<file path="src/rtl/ntp_irq_pkg.sv">
// Shared types and constants for the NTP interrupt controller.
package ntp_irq_pkg;

  typedef enum logic [1:0] {
    IDLE     = 2'd0,
    DISPATCH = 2'd1,
    SERVICE  = 2'd2,
    RETURN   = 2'd3
  } irq_state_e;

  localparam int VEC_STRIDE = 4;
  localparam int OPCODE_MSB = 23;
  localparam int OPCODE_LSB = 20;

  // Vector address for source idx, wrapping modulo 256.
  function automatic logic [7:0] vec_addr(input logic [7:0] base, input logic [7:0] idx);
    return base + 8'(VEC_STRIDE) * idx;
  endfunction

endpackage

</file>
<file path="src/rtl/ntp_irq_prio_enc.sv">
// Priority encoder over eligible interrupt lines.
// IRQ_ROTATE_EN: search starts at rr_ptr (round robin); otherwise the lowest index wins.
module ntp_irq_prio_enc
  import ntp_irq_pkg::*;
#(
  parameter int NUM_IRQ = 4,
  parameter int IDX_W   = (NUM_IRQ > 1) ? $clog2(NUM_IRQ) : 1
) (
  input  logic [NUM_IRQ-1:0] eligible,
  input  logic [IDX_W-1:0]   rr_ptr,
  output logic [IDX_W-1:0]   idx,
  output logic               valid
);

`ifdef IRQ_ROTATE_EN
  always_comb begin
    int j;
    j     = 0;
    idx   = '0;
    valid = 1'b0;
    for (int k = 0; k < NUM_IRQ; k++) begin
      j = (int'(rr_ptr) + k) % NUM_IRQ;
      if (!valid && eligible[j]) begin
        valid = 1'b1;
        idx   = IDX_W'(j);
      end
    end
  end
`else
  logic w_unused_rr;
  assign w_unused_rr = ^rr_ptr;

  always_comb begin
    idx   = '0;
    valid = 1'b0;
    for (int k = 0; k < NUM_IRQ; k++) begin
      if (!valid && eligible[k]) begin
        valid = 1'b1;
        idx   = IDX_W'(k);
      end
    end
  end
`endif

endmodule

</file>
<file path="src/rtl/ntp_irq_controller.sv">
// Single-level interrupt controller: edge capture, mask, priority select, PC redirect and RETI return.
// IRQ_ROTATE_EN selects round-robin priority instead of fixed lowest-index priority.
module ntp_irq_controller
  import ntp_irq_pkg::*;
#(
  parameter int               NUM_IRQ  = 4,
  parameter logic [7:0]       VEC_BASE = 8'hF0,
  parameter logic [3:0]       RETI_OP  = 4'hE,
  parameter logic [NUM_IRQ-1:0] MASK_RST = {NUM_IRQ{1'b1}}
) (
  input  logic               clk,
  input  logic               reset,
  input  logic [NUM_IRQ-1:0] irq_req,
  input  logic               mask_wr,
  input  logic [NUM_IRQ-1:0] mask_din,
  input  logic [23:0]        ins,
  input  logic [7:0]         Current_Address,
  input  logic [3:0]         flag_ex,
  output logic [7:0]         int_jmp_loc,
  output logic               int_pc_sel,
  output logic               flag_restore,
  output logic [3:0]         ret_flags,
  output logic [NUM_IRQ-1:0] irq_ack,
  output logic               in_service
);

  localparam int IDX_W = (NUM_IRQ > 1) ? $clog2(NUM_IRQ) : 1;

  irq_state_e         r_state;
  logic [NUM_IRQ-1:0] r_prev_req;
  logic [NUM_IRQ-1:0] r_pending;
  logic [NUM_IRQ-1:0] r_mask;
  logic [7:0]         r_saved_addr;
  logic [3:0]         r_saved_flags;

  logic [NUM_IRQ-1:0] w_set;
  logic [NUM_IRQ-1:0] w_eligible;
  logic [NUM_IRQ-1:0] w_ack;
  logic [IDX_W-1:0]   w_idx;
  logic [IDX_W-1:0]   w_rr_ptr;
  logic               w_valid;
  logic               w_reti;
  logic [7:0]         w_vec;
  logic               w_unused_ins;

  assign w_set        = irq_req & ~r_prev_req;
  assign w_eligible   = r_pending & r_mask;
  assign w_reti       = (ins[OPCODE_MSB:OPCODE_LSB] == RETI_OP);
  assign w_vec        = vec_addr(VEC_BASE, 8'(w_idx));
  assign w_ack        = NUM_IRQ'(1) << w_idx;
  assign w_unused_ins = ^ins[OPCODE_LSB-1:0];

`ifdef IRQ_ROTATE_EN
  logic [IDX_W-1:0] r_rr_ptr;
  assign w_rr_ptr = r_rr_ptr;
`else
  assign w_rr_ptr = '0;
`endif

  ntp_irq_prio_enc #(
    .NUM_IRQ (NUM_IRQ),
    .IDX_W   (IDX_W)
  ) u_prio (
    .eligible (w_eligible),
    .rr_ptr   (w_rr_ptr),
    .idx      (w_idx),
    .valid    (w_valid)
  );

  // A new edge on the acknowledged line in the same cycle re-arms it.
  always_ff @(posedge clk) begin
    if (reset) begin
      r_prev_req <= '0;
      r_pending  <= '0;
      r_mask     <= MASK_RST;
    end else begin
      r_prev_req <= irq_req;
      r_pending  <= (r_pending & ~irq_ack) | w_set;
      if (mask_wr) r_mask <= mask_din;
    end
  end

  always_ff @(posedge clk) begin
    if (reset) begin
      r_state       <= IDLE;
      r_saved_addr  <= '0;
      r_saved_flags <= '0;
      int_jmp_loc   <= '0;
      int_pc_sel    <= 1'b0;
      flag_restore  <= 1'b0;
      ret_flags     <= '0;
      irq_ack       <= '0;
      in_service    <= 1'b0;
`ifdef IRQ_ROTATE_EN
      r_rr_ptr      <= '0;
`endif
    end else begin
      int_jmp_loc  <= '0;
      int_pc_sel   <= 1'b0;
      flag_restore <= 1'b0;
      ret_flags    <= '0;
      irq_ack      <= '0;
      case (r_state)
        IDLE: begin
          if (w_valid) begin
            r_state       <= DISPATCH;
            int_pc_sel    <= 1'b1;
            int_jmp_loc   <= w_vec;
            irq_ack       <= w_ack;
            in_service    <= 1'b1;
            r_saved_addr  <= Current_Address + 8'd1;
            r_saved_flags <= flag_ex;
`ifdef IRQ_ROTATE_EN
            r_rr_ptr      <= (w_idx == IDX_W'(NUM_IRQ - 1)) ? '0 : w_idx + IDX_W'(1);
`endif
          end
        end
        DISPATCH: r_state <= SERVICE;
        SERVICE: begin
          if (w_reti) begin
            r_state      <= RETURN;
            int_pc_sel   <= 1'b1;
            int_jmp_loc  <= r_saved_addr;
            flag_restore <= 1'b1;
            ret_flags    <= r_saved_flags;
          end
        end
        default: begin
          r_state    <= IDLE;
          in_service <= 1'b0;
        end
      endcase
    end
  end

endmodule
</file>
<file path="config.mk">
export PLATFORM = sky130hd
export DESIGN_NAME = ntp_irq_controller
export DESIGN_NICKNAME = d
export VERILOG_FILES = /design/src/rtl/ntp_irq_pkg.sv /design/src/rtl/ntp_irq_prio_enc.sv /design/src/rtl/ntp_irq_controller.sv
export SDC_FILE = /design/constraint.sdc
export NUM_CORES = 1
export LEC_CHECK = 0
export CAP_MARGIN = 25
export CORE_MARGIN = 2
export CORE_UTILIZATION = 44
export CTS_BUF_LIST = sky130_fd_sc_hd__clkbuf_8
export DETAILED_ROUTE_END_ITERATION = 8
export PLACE_DENSITY = 0.81
export SLEW_MARGIN = 30
export SYNTH_ARGS = -nofsm -noshare
export SYNTH_HDL_FRONTEND = slang
export SYNTH_SLANG_ARGS = --single-unit
export TNS_END_PERCENT = 50
</file>
<file path="constraint.sdc">
create_clock -name clk -period 1.91 [get_ports clk]
set_input_delay 0.382 -clock clk [delete_from_list [all_inputs] [get_ports clk]]
set_output_delay 0.382 -clock clk [all_outputs]
set_load 0.05 [all_outputs]
</file>
; ---- After elaboration in Yosys (flattened, before gate mapping)
; Index checks and enable logic that the tools add are counted.
[word_totals]
out_inout_bits = 19
register_bits = 45
in_bits = 47
[op_classes]
n_reduce_logical = 14
eq_ne = 5
n_mux = 18
shifts = 1
add_sub_neg = 2
bitwise_logic = 11
[op_table]
columns = operator, count
row1 = 8-bit 2-to-1 mux, 2
row2 = 8-bit case mux with 2 select lines, 1
row3 = 4-bit bitwise AND, 3
row4 = 8-bit by 1-bit adder with 8-bit output (second input constant), 1
row5 = 1-bit 2-to-1 mux, 8
row6 = 2-bit 2-to-1 mux, 4
row7 = 4-bit NOT, 2
row8 = 5-bit by 5-bit adder with 6-bit output (first input constant), 1
row9 = 2-bit case mux with 3 select lines, 1
row10 = 2-bit AND reduction, 3
row11 = 3-bit OR reduction, 2
row12 = 1-bit NOT, 5
row13 = 4-bit == test (second input constant), 1
row14 = 4-bit bitwise OR, 1
row15 = 1-bit case mux with 2 select lines, 2
row16 = 2-bit OR reduction, 2
row17 = 1-bit by 2-bit left shift with 4-bit output (first input constant), 1
row18 = 1-bit logical AND, 3
row19 = 1-bit logical NOT, 3
row20 = 2-bit by 1-bit == test with 1-bit output (second input constant), 1
row21 = 2-bit == test (second input constant), 1
row22 = 2-bit logical NOT, 1
row23 = 2-bit by 1-bit != test with 1-bit output (second input constant), 1
row24 = 2-bit != test (second input constant), 1

; ---- Depth between registers and ports, before layout
[logic_depth]
ltp_word = 14
mapped_depth = 6

; ---- By module
; From an unflattened synthesis, not the netlist that was laid out.
[unflattened]
cells_unflattened = 176
hier_area_um2 = 1682.9
[by_module_without_submodules]
columns = module, cells_per_inst, seq_area_each_um2, n_inst, area_per_inst_um2
row1 = ntp_irq_controller, 169, 900.9, 1, 1647.8
row2 = ntp_irq_prio_enc, 7, 0.0, 1, 35.0

; ---- Least setup slack after synthesis
; Ideal clock, no wire load.
[synth_timing]
path_kind = flip-flop to flip-flop
startpoint = register r_state[0]
endpoint = register r_saved_addr[1]
path_slack_ns = 0.571
synth_period_minus_slack_ns = 1.339
stages_incl_launch_ff = 7
n_path_buf = 1
arrival_time_ns = 1.212
setup_time_ns = 0.128
cell_sequence = dfxtp_1 -> inv_1 -> ha_1 -> a21boi_4 -> buf_6 -> mux2i_1 -> nor2_1
[synth_between]
elab_chain_cells = 2
[synth_rtl]
columns = item, line
row1 = "start, declared", ntp_irq_controller.sv:29  ; irq_state_e r_state;
row2 = "start signal, assigned", ntp_irq_controller.sv:85  ; r_state <= IDLE;
row3 = "start signal, assigned", ntp_irq_controller.sv:106  ; r_state <= DISPATCH;
row4 = "start signal, assigned", ntp_irq_controller.sv:118  ; DISPATCH: r_state <= SERVICE;
row5 = 2-bit logical NOT, ntp_irq_controller.sv:103  ; case (r_state)
row6 = 2-bit AND reduction (no line), -
row7 = "end signal, assigned", ntp_irq_controller.sv:111  ; r_saved_addr <= Current_Address + 8'd1;
row8 = "end, declared", ntp_irq_controller.sv:33  ; logic [7:0] r_saved_addr;
; Every way passes these cells.
; A chain may end at the register's enable or synchronous reset.

; ---- Final worst setup path
[layout_timing]
startpoint = register irq_ack[0]
endpoint = output irq_ack[0]
[layout_rtl]
columns = item, line
row1 = "start, declared", ntp_irq_controller.sv:23  ; output logic [NUM_IRQ-1:0] irq_ack,
row2 = "start signal, assigned", ntp_irq_controller.sv:109  ; irq_ack <= w_ack;
; No word-level cell between the ends.

==> impl_results.md <==
* Status: complete, no violations
* Post-route DRC at 0
* Final HPWL DP at 2070 um
* Required time of the worst setup path at 1.53 ns
* Cts bufs inserted at 5
* Sequential share of power at 42.8%
* CP endpoint kind: output port
* Vias in the first global route at 1170
* Share of cells above drive strength 1 at 14.1%
* CTS clock-pin slew for the worst setup and hold paths at 0.08 ns
* Synth Net Count at 209
* Crit Path Class: flop to output port
* Clock power share at 21.8%
* Total gr overflow at 0
* CP max-delay cell: clkdlybuf4s50_1
* Post-synth EDFFs at 0
* Nets at 262
* Final worst-path cycle share at 95.6%
* Comb power frac at 35.3%
* Deepest clock path buffer count at 2
* Clock Skew at 0.00410 ns
* First-pass GRT wire length at 4820 um
* Synth Area per Inst at 10.6 um^2
* CP peak stage delay at 0.80 ns
* Post-synthesis sequential area ratio at 53.4%
* Core Region at 0.00366 mm^2
* Vias per cell at 4.77
* Gpl congestion at 0.739
* Diode count at 0
* Mapped Cells at 159
* CP startpoint kind: flop
* Starting DRT DRC Count at 24
* Routed WL at 2810 um
* Synth top area cells: dfxtp_1, a211oi_2, nor2_1, mux2i_1, nand2b_1
* Top FF cell, synth: dfxtp_1
* First-pass DRT Iterations at 4
* Crit path arrival time at 1.44 ns
* Vias post-DR at 1245
* Area grow syn2layout at 36.3%
* Synthesized area at 0.00169 mm^2
* Sw Ratio at 34.1%
* DIE AREA at 0.00435 mm^2
* Boundary Pins at 66
* Post-cts repair resize count at 0
* RSZ-0062 raised after global routing: no
* Post-synth ARST share at 0%
* Post-route ant nets at 0
* CP bufs+invs at 1
* Maximum vdd ir drop at 0.000612 V
* Final Hold Fails at 0
* Root Buffer: clkbuf_8
* Crit path max fanout at 2
* Worst path cell trace: clkdlybuf4s50_1
* Post-synth cell types at 30
* Antenna violations before repair at 0
* Chip height at 65.9 um
* Largest net degree at the start of global routing at 15
* Std-Cell Rows at 22
* Die Wd at 65.9 um
* Starting Density at 46.1%
* Area leader, netlist: dfxtp_1
* Final max-slew violation count at 0
* Max frequency at 548 MHz
* Sw Pwr at 931 uW
* Slew headroom at 67.0%
* Cell family with most CP delay: buffers and inverters
* Synth top area share at 53.4%
* Yosys reg bits at 45
* Clk Latency, worst-skew pair at 0.29 ns
* Clock sink count at 45
* Synth warnings at 0
* Post-CTS setup buffer count at 0
* Total negative slack at 0 ns
* Hold_buf cts at 0
* Pwr dens at 1190 mW/mm^2
* Final setup violation count at 0
* Final Critical Period at 1.83 ns
* LEAKAGE at 0.908 nW
* WL/cell at 10.8 um
* H-Tree Depth at 2
* Internal at 1.80 mW
* Max Cap Violations at 0
* IO Port Bufs at 45
* Worst Hold Class: flop to flop
* Final Power at 2.73 mW
* Gr usage total at 14.9%
* CTS tree: yes
* Slew @ Worst Pin at 0.493 ns
layer usage:
metal / wire length, um / GRT usage (%) / share of wire (%)
met4: 70 / 8.42 / 2.5
met5: 0 / 0 / 0
met1: 1280 / 15.6 / 45
met3: 216 / 6.13 / 7.7
met2: 1250 / 25.0 / 44
flip-flops by register name (all words and copies together), names as in the netlist:
| signal | flops |
|---|---|
| in_service | 1 |
| r_mask | 4 |
| r_saved_flags | 4 |
| r_state | 2 |
| irq_ack | 4 |
| flag_restore | 1 |
| int_jmp_loc | 8 |
| r_saved_addr | 8 |
| r_pending | 4 |
| r_prev_req | 4 |
| ret_flags | 4 |
| int_pc_sel | 1 |
cell usage in the layout (no fill, tap or decap), drive strengths merged, types with 2 or more instances in the layout:
| master | instances |
|---|---|
| o21bai | 2 |
| ha | 3 |
| nor2b | 9 |
| clkbuf | 6 |
| a211oi | 7 |
| inv | 4 |
| mux2i | 6 |
| nand3 | 5 |
| a21oi | 5 |
| nand2 | 2 |
| a211o | 4 |
| clkdlybuf4s50 | 44 |
| buf | 7 |
| nor2 | 25 |
| and3 | 2 |
| nand2b | 9 |
| and2 | 7 |
| dfxtp | 45 |
| clkinv | 2 |
| xor2 | 5 |
| nor3 | 3 |
| a22oi | 4 |
cell families (layout without fill, tap and decap cells):
kind of cell             Yosys count  in the layout  synth area share (%)
adder cells (fa/ha/maj)            3              3                  2.22
AO/OA/AOI/OAI                     25             25                  14.0
multiplexers                       6              6                  3.56
flip-flops                        45             45                  53.4
AND/OR/NAND/NOR                   65             65                  20.7
XOR/XNOR                           6              6                  3.11
buffers and inverters              9             63                  3.04
cell usage after synthesis (all sizes together) (3+ instances only):
master and n:
a211oi 7, nand3 5, a21oi 5, and2 7
nor3 3, a211o 4, dfxtp 45, xor2 5
mux2i 6, buf 5, inv 4, ha 3
nor2 25, nand2b 9, a22oi 4, nor2b 9
power groups by stage:
stage / Combinational, mW / Clock [mW] / Sequential (mW)
2_1_floorplan: 0.567 / 0 / 1.36
3_3_place_gp: 0.956 / 0 / 1.19
3_5_place_dp: 0.970 / 0 / 1.19
4_1_cts: 0.977 / 0.626 / 1.17
5_1_grt: 1.07 / 0.664 / 1.19
6_report: 0.965 / 0.596 / 1.17
final timing paths:
path | start | endpoint | slack [ns] | cells past startpoint
setup / recovery | irq_ack[0]$_SDFF_PP0_ | irq_ack[0] | 0.08 | 1
hold / removal | r_saved_flags[3]$_SDFFE_PP0P_ | ret_flags[3]$_SDFF_PP0_ | 0.46 | 1
setup reg to reg | r_state[0]$_SDFFE_PP0P_ | r_saved_flags[2]$_SDFFE_PP0P_ | 0.39 | 6
hold reg to reg | r_saved_flags[3]$_SDFFE_PP0P_ | ret_flags[3]$_SDFF_PP0_ | 0.46 | 1
per-stage QoR:
step                area (um^2)  setup WS, ns  hold slack (ns)  utilization (%)  std cells
floorplan                  1690         0.571            0.429                -        159
global route               2300        0.0297            0.484             62.9        261
global placement           2200         0.184            0.439             60.2        253
finish                     2300        0.0848            0.456             62.9        261
CTS                        2300        0.0654            0.460             62.9        261
detailed placement         2200         0.196            0.438             60.2        253
worst register-to-register path, delay by kind of cell, from the launching register on:
family | cells | cell delay (ns)
compound gates | 1 | 0.27
fa+ha+maj | 1 | 0.28
buf+inv | 2 | 0.30
flops | 1 | 0.32
mux | 1 | 0.20
simple gates | 1 | 0.05
layout make-up:
type	instances	area (um^2)
Sequential cell	45	901
Tap cell	48	60.1
Fill cell	305	1360
Multi-Input combinational cell	105	736
Inverter	4	15.0
Clock buffer	6	82.6
Timing Repair Buffer	51	493
Clock inverter	2	13.8
Power figures use the tool's default switching activity.
